==> src/rtl/wb_pkg.sv <==
// Shared write-back types and defaults, used by the register file, the MEM/WB stage
// and the write-back writer.
package wb_pkg;

   localparam int DATA_W = 16;
   localparam int ADDR_W = 3;
   localparam int DEPTH  = 4;

   typedef struct packed {
      logic [ADDR_W-1:0] addr;
      logic [DATA_W-1:0] data;
   } wb_entry_t;

   // A source may only be accepted while a same-cycle pair would still fit.
   function automatic logic wbHasRoom(input int depth, input int count);
      return (depth - count) >= 2;
   endfunction

endpackage

==> src/rtl/regfile_wb_writer_if.sv <==
// Write-back result sources (load and ALU) with valid/ready handshakes.
// The MEM/WB stage drives the master side; the write-back writer is the slave.
interface regfile_wb_writer_if import wb_pkg::*; ();

   logic              mem_valid;
   logic              mem_ready;
   logic [ADDR_W-1:0] mem_addr;
   logic [DATA_W-1:0] mem_data;

   logic              alu_valid;
   logic              alu_ready;
   logic [ADDR_W-1:0] alu_addr;
   logic [DATA_W-1:0] alu_data;

   modport master (
      output mem_valid, mem_addr, mem_data,
      output alu_valid, alu_addr, alu_data,
      input  mem_ready, alu_ready
   );

   modport slave (
      input  mem_valid, mem_addr, mem_data,
      input  alu_valid, alu_addr, alu_data,
      output mem_ready, alu_ready
   );

endinterface

==> src/rtl/wb_fifo.sv <==
// Two-push / one-pop circular queue of pending write-backs. push1 is only used together
// with push0 and is the younger of the pair. aged_o lists entries from oldest (index 0).
module wb_fifo import wb_pkg::*; #(
   parameter  int DEPTH = wb_pkg::DEPTH,
   localparam int PTR_W = $clog2(DEPTH),
   localparam int CNT_W = PTR_W + 1
) (
   input  logic                    clk,
   input  logic                    rst_n,
   input  logic                    push0_i,
   input  wb_entry_t               push0Data_i,
   input  logic                    push1_i,
   input  wb_entry_t               push1Data_i,
   input  logic                    pop_i,
   output wb_entry_t               head_o,
   output logic [CNT_W-1:0]        count_o,
   output wb_entry_t [DEPTH-1:0]   aged_o,
   output logic [DEPTH-1:0]        agedValid_o
);

   wb_entry_t         mem_q [DEPTH];
   logic [PTR_W-1:0]  head_q, head_d;
   logic [PTR_W-1:0]  tail_q, tail_d;
   logic [PTR_W-1:0]  tailNext;
   logic [CNT_W-1:0]  count_q, count_d;

   assign tailNext = tail_q + PTR_W'(1);
   assign head_d   = head_q + PTR_W'(pop_i);
   assign tail_d   = tail_q + PTR_W'(push0_i) + PTR_W'(push1_i);
   assign count_d  = count_q + CNT_W'(push0_i) + CNT_W'(push1_i) - CNT_W'(pop_i);

   // Pointers wrap naturally because DEPTH is a power of two.
   always_ff @(posedge clk or negedge rst_n) begin
      if (!rst_n) begin
         head_q  <= '0;
         tail_q  <= '0;
         count_q <= '0;
      end else begin
         head_q  <= head_d;
         tail_q  <= tail_d;
         count_q <= count_d;
      end
   end

   always_ff @(posedge clk) begin
      if (push0_i) mem_q[tail_q]   <= push0Data_i;
      if (push1_i) mem_q[tailNext] <= push1Data_i;
   end

   always_comb begin
      aged_o      = '0;
      agedValid_o = '0;
      for (int i = 0; i < DEPTH; i++) begin
         aged_o[i]      = mem_q[head_q + PTR_W'(i)];
         agedValid_o[i] = CNT_W'(i) < count_q;
      end
   end

   assign head_o  = mem_q[head_q];
   assign count_o = count_q;

endmodule

==> src/rtl/regfile_wb_writer.sv <==
// Serialises load and ALU results onto the register file's single write port.
// Define WB_FWD_EN to build the forwarding lookup; otherwise fwd_* outputs are tied to 0.
module regfile_wb_writer import wb_pkg::*; #(
   parameter  int DEPTH = wb_pkg::DEPTH,
   localparam int CNT_W = $clog2(DEPTH) + 1
) (
   input  logic                  clk,
   input  logic                  rst_n,
   regfile_wb_writer_if.slave    src,
   output logic                  rf_we_o,
   output logic [ADDR_W-1:0]     rf_waddr_o,
   output logic [DATA_W-1:0]     rf_wdata_o,
   input  logic [ADDR_W-1:0]     fwd_addr_1_i,
   input  logic [ADDR_W-1:0]     fwd_addr_2_i,
   output logic                  fwd_hit_1_o,
   output logic                  fwd_hit_2_o,
   output logic [DATA_W-1:0]     fwd_data_1_o,
   output logic [DATA_W-1:0]     fwd_data_2_o
);

   logic                 ready;
   logic                 memAcc, aluAcc;
   wb_entry_t            memEntry, aluEntry;
   logic                 pop, push0, push1;
   wb_entry_t            push0Data, push1Data;
   wb_entry_t            head;
   logic [CNT_W-1:0]     count;
   wb_entry_t [DEPTH-1:0] aged;
   logic [DEPTH-1:0]     agedValid;
   logic                 rfWe_q, rfWe_d;
   wb_entry_t            rfEntry_q, rfEntry_d;

   assign ready         = wbHasRoom(DEPTH, int'(count));
   assign src.mem_ready = ready;
   assign src.alu_ready = ready;
   assign memAcc        = src.mem_valid & ready;
   assign aluAcc        = src.alu_valid & ready;
   assign memEntry      = '{addr: src.mem_addr, data: src.mem_data};
   assign aluEntry      = '{addr: src.alu_addr, data: src.alu_data};

   // The oldest of {queue head, mem, alu} goes to the write port; the rest queue up in age order.
   always_comb begin
      pop       = 1'b0;
      push0     = 1'b0;
      push1     = 1'b0;
      push0Data = memEntry;
      push1Data = aluEntry;
      rfWe_d    = 1'b0;
      rfEntry_d = rfEntry_q;
      if (count != '0) begin
         pop       = 1'b1;
         rfWe_d    = 1'b1;
         rfEntry_d = head;
         push0     = memAcc | aluAcc;
         push0Data = memAcc ? memEntry : aluEntry;
         push1     = memAcc & aluAcc;
      end else if (memAcc) begin
         rfWe_d    = 1'b1;
         rfEntry_d = memEntry;
         push0     = aluAcc;
         push0Data = aluEntry;
      end else if (aluAcc) begin
         rfWe_d    = 1'b1;
         rfEntry_d = aluEntry;
      end
   end

   always_ff @(posedge clk or negedge rst_n) begin
      if (!rst_n) begin
         rfWe_q    <= 1'b0;
         rfEntry_q <= '0;
      end else begin
         rfWe_q    <= rfWe_d;
         rfEntry_q <= rfEntry_d;
      end
   end

   wb_fifo #(.DEPTH(DEPTH)) uFifo (
      .clk         (clk),
      .rst_n       (rst_n),
      .push0_i     (push0),
      .push0Data_i (push0Data),
      .push1_i     (push1),
      .push1Data_i (push1Data),
      .pop_i       (pop),
      .head_o      (head),
      .count_o     (count),
      .aged_o      (aged),
      .agedValid_o (agedValid)
   );

   assign rf_we_o    = rfWe_q;
   assign rf_waddr_o = rfEntry_q.addr;
   assign rf_wdata_o = rfEntry_q.data;

`ifdef WB_FWD_EN
   // Scan from oldest (write port) to youngest (queue tail) so the last match wins.
   function automatic logic [DATA_W:0] fwdLookup(
      input logic [ADDR_W-1:0]    a,
      input logic                 we,
      input wb_entry_t            rfE,
      input wb_entry_t [DEPTH-1:0] q,
      input logic [DEPTH-1:0]     qv
   );
      logic [DATA_W:0] r;
      r = '0;
      if (we && rfE.addr == a) r = {1'b1, rfE.data};
      for (int i = 0; i < DEPTH; i++) begin
         if (qv[i] && q[i].addr == a) r = {1'b1, q[i].data};
      end
      return r;
   endfunction

   assign {fwd_hit_1_o, fwd_data_1_o} = fwdLookup(fwd_addr_1_i, rfWe_q, rfEntry_q, aged, agedValid);
   assign {fwd_hit_2_o, fwd_data_2_o} = fwdLookup(fwd_addr_2_i, rfWe_q, rfEntry_q, aged, agedValid);
`else
   logic fwd_unused;
   assign fwd_unused   = ^{fwd_addr_1_i, fwd_addr_2_i, aged, agedValid};
   assign fwd_hit_1_o  = 1'b0;
   assign fwd_hit_2_o  = 1'b0;
   assign fwd_data_1_o = '0;
   assign fwd_data_2_o = '0;
`endif

endmodule

==> src/flat_wrapper.sv <==
// flat-port wrapper written by rule: the top's interface ports become plain ports
module regfile_wb_writer_flat import wb_pkg::*;
#(
   parameter  int DEPTH = wb_pkg::DEPTH,
   localparam int CNT_W = $clog2(DEPTH) + 1
)
  (clk, rst_n, rf_we_o, rf_waddr_o, rf_wdata_o, fwd_addr_1_i, fwd_addr_2_i, fwd_hit_1_o, fwd_hit_2_o, fwd_data_1_o, fwd_data_2_o, src_mem_valid, src_mem_addr, src_mem_data, src_alu_valid, src_alu_addr, src_alu_data, src_mem_ready, src_alu_ready);
  regfile_wb_writer_if src_i ();
  input  logic clk;
  input  logic rst_n;
  output logic rf_we_o;
  output logic [ADDR_W-1:0] rf_waddr_o;
  output logic [DATA_W-1:0] rf_wdata_o;
  input  logic [ADDR_W-1:0] fwd_addr_1_i;
  input  logic [ADDR_W-1:0] fwd_addr_2_i;
  output logic fwd_hit_1_o;
  output logic fwd_hit_2_o;
  output logic [DATA_W-1:0] fwd_data_1_o;
  output logic [DATA_W-1:0] fwd_data_2_o;
  input wire logic [$bits(src_i.mem_valid)-1:0] src_mem_valid;
  input wire logic [$bits(src_i.mem_addr)-1:0] src_mem_addr;
  input wire logic [$bits(src_i.mem_data)-1:0] src_mem_data;
  input wire logic [$bits(src_i.alu_valid)-1:0] src_alu_valid;
  input wire logic [$bits(src_i.alu_addr)-1:0] src_alu_addr;
  input wire logic [$bits(src_i.alu_data)-1:0] src_alu_data;
  output wire logic [$bits(src_i.mem_ready)-1:0] src_mem_ready;
  output wire logic [$bits(src_i.alu_ready)-1:0] src_alu_ready;
  assign src_i.mem_valid = src_mem_valid;
  assign src_i.mem_addr = src_mem_addr;
  assign src_i.mem_data = src_mem_data;
  assign src_i.alu_valid = src_alu_valid;
  assign src_i.alu_addr = src_alu_addr;
  assign src_i.alu_data = src_alu_data;
  assign src_mem_ready = src_i.mem_ready;
  assign src_alu_ready = src_i.alu_ready;
  regfile_wb_writer #(.DEPTH(DEPTH)) u_core (.clk(clk), .rst_n(rst_n), .src(src_i), .rf_we_o(rf_we_o), .rf_waddr_o(rf_waddr_o), .rf_wdata_o(rf_wdata_o), .fwd_addr_1_i(fwd_addr_1_i), .fwd_addr_2_i(fwd_addr_2_i), .fwd_hit_1_o(fwd_hit_1_o), .fwd_hit_2_o(fwd_hit_2_o), .fwd_data_1_o(fwd_data_1_o), .fwd_data_2_o(fwd_data_2_o));
endmodule
==> config.mk <==
export PLATFORM = sky130hd
export DESIGN_NAME = regfile_wb_writer_flat
export DESIGN_NICKNAME = d
export VERILOG_FILES = /design/src/rtl/wb_pkg.sv /design/src/rtl/regfile_wb_writer_if.sv /design/src/rtl/wb_fifo.sv /design/src/rtl/regfile_wb_writer.sv /design/src/flat_wrapper.sv
export SDC_FILE = /design/constraint.sdc
export NUM_CORES = 1
export LEC_CHECK = 0
export CAP_MARGIN = 10
export CORE_MARGIN = 2
export CORE_UTILIZATION = 55
export DETAILED_ROUTE_END_ITERATION = 10
export DONT_BUFFER_PORTS = 1
export GPL_TIMING_DRIVEN = 0
export PLACE_DENSITY_LB_ADDON = 0.25
export RECOVER_POWER = 25
export SYNTH_ARGS = -nofsm -noshare
export SYNTH_HDL_FRONTEND = slang
export SYNTH_HIERARCHICAL = 1
export SYNTH_SLANG_ARGS = --single-unit
==> constraint.sdc <==
create_clock -name clk -period 10.8 [get_ports clk]
set_clock_uncertainty 0.1 [all_clocks]
set_input_delay 2.16 -clock clk [delete_from_list [all_inputs] [get_ports clk]]
set_output_delay 2.16 -clock clk [all_outputs]
set_load 0.01 [all_outputs]
Word level (Yosys, flattened, before mapping). Memory sizes are Yosys's and may differ from the RTL's. Index checks and enable logic that the tools add are counted.

Register bits after elaboration: 27. RAM bits: 76. Bits of input ports: 48. Output and inout port bits: 56. Logic and storage cells: 39. Memories kept: 1.

Memory list: u_core.uFifo.mem_q (words 4, width 19, read ports 1, clocked after Yosys merged registers in 0, write ports 2, RTL line wb_fifo.sv:21) `wb_entry_t mem_q [DEPTH];`.

Add/sub/neg operators: 8. $lt $le $gt $ge: 1. Muxes and demuxes: 17. Bitwise logic cells: 4. Reduce and logical (&&, ||, !) cells: 2.

Operator list (count): 19-bit two-way mux (6); 32-bit by 3-bit >= comparator with 1-bit output (second input constant) (1); 1-bit two-way mux (11); 2-bit by 1-bit adder with 2-bit output (3); 3-bit by 1-bit adder with 3-bit output (2); 3-bit nonzero test (2); 3-bit by 3-bit subtractor with 4-bit output (first input constant) (1); 1-bit bitwise AND (3); 3-bit by 1-bit subtractor with 3-bit output (1); 2-bit by 1-bit adder with 2-bit output (second input constant) (1); 1-bit OR (1).

Longest topological paths before layout.
Depth in word-level cells: 8. Mapped depth: 12. Depth with buffers taken out: 12.

Cells and area by module. The synthesis kept the hierarchy.

Modules (own cells, without submodules): wb_fifo (times used 1, cells each 312, area an instance 5640.4 µm², sequential area each 2457.4 µm²); regfile_wb_writer (times used 1, cells each 224, area an instance 1789.2 µm², sequential area each 500.5 µm²).

Worst setup path after synthesis. Ideal clock, no wire load.

Kind: input-to-reg. Start point: input src_alu_valid. End point: memory u_core/uFifo/mem_q[2][0] (netlist name), enable pin. Setup time: 0.421 ns. Data arrival time: 4.384 ns. Required time: 10.279 ns. Path slack: 5.894 ns. Cell stages on the path: 5. Path buffers: 1. Cell sequence: clkbuf_1 > nand2_1 > a21oi_1 > nand2_1 > o21ai_0.

RTL lines: start, declared (RTL line flat_wrapper.sv:23) `input wire logic [$bits(src_i.alu_valid)-1:0] src_alu_valid;`; end, declared (RTL line wb_fifo.sv:21).

Worst setup path in the final report.
Start point: input src_alu_valid. End point: register u_core.uFifo.count_q[2] (netlist: u_core/uFifo/count_o[2]).

Elaborated cells on any way between the ends: 9. Those cells by class: add/sub (3); mux (3); bitwise (3).

RTL lines: 1-bit bitwise AND (RTL line regfile_wb_writer.sv:37) `assign aluAcc = src.alu_valid & ready;`; 1-bit bitwise AND (RTL line regfile_wb_writer.sv:56) `push1 = memAcc & aluAcc;`; 1-bit two-way mux (RTL line regfile_wb_writer.sv:50) `if (count != '0) begin`; named net u_core.push1 (RTL line regfile_wb_writer.sv:24) `logic pop, push0, push1;`; 3-bit by 1-bit adder with 3-bit output (RTL line wb_fifo.sv:30) `assign count_d = count_q + CNT_W'(push0_i) + CNT_W'(push1_i) - CNT_W'(pop_i);`; 3-bit by 1-bit subtractor with 3-bit output (RTL line wb_fifo.sv:30); named net u_core.uFifo.count_d[2] (RTL line wb_fifo.sv:25) `logic [CNT_W-1:0] count_q, count_d;`; end signal, assigned (RTL line wb_fifo.sv:41) `count_q <= count_d;`; end, declared (RTL line wb_fifo.sv:25).

The timed path passes the listed nets, and every way through them passes these cells. A chain may end at the register's enable or synchronous reset.

==> qor.yml <==
floorplanning:
  start_util_pct: 56.2
  dieWidth_um: 109
  rows: 38
  core_um2: 10800
  io_pins: 104
  die_h_um: 109
  dieArea_um2: 11900
final_layout:
  diodes: 0
  final_nets: 576
  syn_to_final_growth_pct: 8.95
  fillCellCount: 849
  drive_gt1_share_pct: 42.2
  stdcell_count: 664
grt:
  grt_pass1_vias: 3707
  grt_usage_pct: 24.7
  grt_max_degree: 28
  antenna_found_initial: 0
  globalRouteOverflowTotal: 0
  grt_pass1_wl_mm: 21.0
cts:
  cts_resized: 0
  clock_path_buffers: 2
  cts_setup_buffers: 0
  root_buffer: "clkbuf_8"
  clk_pin_slew_ns: 0.09
  clock_latency_ns: 0.37
  cts_buffers: 9
  cts_tree: "yes"
  clock-sinks: 103
  htree_num_levels: 3
  cts_hold_buffers: 0
hold_path:
  holdPathStages: 1
  hp-class: "flip-flop to flip-flop"
  min_to: "u_core/uFifo/head_q[0]"
  min_from: "u_core/uFifo/head_q[0]"
sta:
  report.final.slew_viol_count: 0
  rsz0062_at_grt: "false"
  worst_slack_ns: 5.96
  post-route-period-util_pct: 44.8
  tns_ns: 0
  max_slew.worst_pin.slew_ns: 0.990
  max_freq_mhz: 207
  relSlewSlack_pct: 33.5
  final-hold-violation-count: 0
  setup_viol: 0
  period_needed_ns: 4.84
yosys:
  syn_area_per_cell_um2: 12.9
  yosys_warnings: 6
  postSynthCellCount: 471
  syn-cell-area_um2: 6100
placement:
  dp.cells: 648
  dp_hpwl_mm: 9.51
  globalplace.congestion: 0.810
  io_buffers: 0
  place_ws_ns: 5.61
route:
  first_pass_iters: 5
  viasPerCell: 5.73
  wire_per_inst_um: 21.0
  top_layer_used: "met4"
  routed_wl_mm: 14.0
  drtIter0Drc: 337
  wl_met2_mm: 6.74
  num_vias: 3804
  drtAntennaViolNets: 0
  wl_met3_mm: 1.16
  drt-met1-wl_mm: 5.82
  drc: 0
critical_path:
  r2r-start: "u_core/uFifo/count_o[0]"
  worstPathMaxFanout: 10
  cp_slowest_cell: "nor3_1"
  worstSetupEndpointType: "flip-flop"
  cp-start-kind: "primary input"
  path_cells: "clkbuf_1 -> nand2_1 -> nor3_1 -> inv_1 -> ha_1 -> inv_1 -> fa_1 -> fa_1 -> xnor2_1"
  rr_worst_depth: 10
  slowest_delay_ns: 0.78
  reg2reg_to: "u_core/uFifo/mem_q[3][12]"
  critPathRequiredTime_ns: 10.96
  path_buf_inv: 3
  cp_top_family: "adder cells"
  rrSetupSlack_ns: 6.74
  critPathKind: "primary input to flip-flop"
  arrival_ns: 5.00
status:
  outcome: "complete, no violations"
flow_run:
  cap_viol_max_count: 0
pwr:
  total_power_uw: 2080
  p_per_area_nw_per_um2: 312
  leakage_uw: 0.00264
  peakVddDrop_mv: 0.192
-- through the flow --
step / hold slack [ns] / instance area, µm² / util [%]
2_1_floorplan: 0.388 / 6220 / -
3_3_place_gp: 0.399 / 6390 / 59.0
3_5_place_dp: 0.405 / 6480 / 59.7
4_1_cts: 0.426 / 6640 / 61.3
5_1_grt: 0.453 / 6640 / 61.3
6_report: 0.423 / 6640 / 61.3
-- flip-flops by register name, summed over array words and instances (netlist names) --
register	cells
u_core/uFifo/head_q	2
u_core/uFifo/mem_q	76
u_core/rf_wdata_o	16
u_core/rf_waddr_o	3
u_core/uFifo/count_o	3
u_core/rf_we_o	1
u_core/uFifo/tail_q	2
-- final cells by class --
class / instances / area (µm²) / area share, %
timing repair buffer: 4 / 68.8 / 1.04
clock buffer: 12 / 145 / 2.19
tap: 140 / 175 / 2.64
clock inverter: 4 / 21.3 / 0.320
buffer: 94 / 678 / 10.2
multi-input combinational: 297 / 2560 / 38.5
inverter: 10 / 37.5 / 0.565
sequential: 103 / 2960 / 44.5
-- how the worst max path moves through the flow --
stage | start | end | slack [ns] | depth (start not counted)
3_5_place_dp | src_alu_valid | u_core/uFifo/count_o[2] | 5.61 | 9
2_1_floorplan | src_alu_valid | u_core/uFifo/mem_q[2][0] | 5.89 | 5
4_1_cts | src_alu_valid | u_core/uFifo/count_o[2] | 6.00 | 9
5_1_grt | src_alu_valid | u_core/uFifo/count_o[2] | 5.75 | 9
6_report | src_alu_valid | u_core/uFifo/count_o[2] | 5.96 | 9
3_3_place_gp | src_alu_valid | u_core/uFifo/mem_q[0][3] | 4.23 | 5
-- placed cells by master (no fill, tap or decap), drive strengths merged, types with 2 or more instances in the layout --
cell,n
a221oi,19
buf,85
clkbuf,25
clkinv,4
conb,34
dfrtp,27
edfxtp,76
fa,3
ha,6
inv,10
mux2,95
mux4,19
nand2,43
nand3,3
nand3b,2
nor2,39
o21ai,22
xnor2,2
xor2,2
-- routing by layer --
metal / vias up / track usage, %
li1: 1719 / -
met1: 1889 / 32.9
met2: 176 / 39.8
met3: 20 / 6.93
met4: 0 / 7.14
met5: - / 0
-- where the power goes --
| part | leakage [µW] | internal, µW | total (µW) | switching, µW |
|---|---|---|---|---|
| Clock | 0.0000854 | 89.1 | 218 | 129 |
| Sequential | 0.00101 | 672 | 761 | 88.6 |
| Combinational | 0.00155 | 557 | 1100 | 539 |
| Total | 0.00264 | 1320 | 2080 | 756 |
Power figures use the tool's default switching activity.
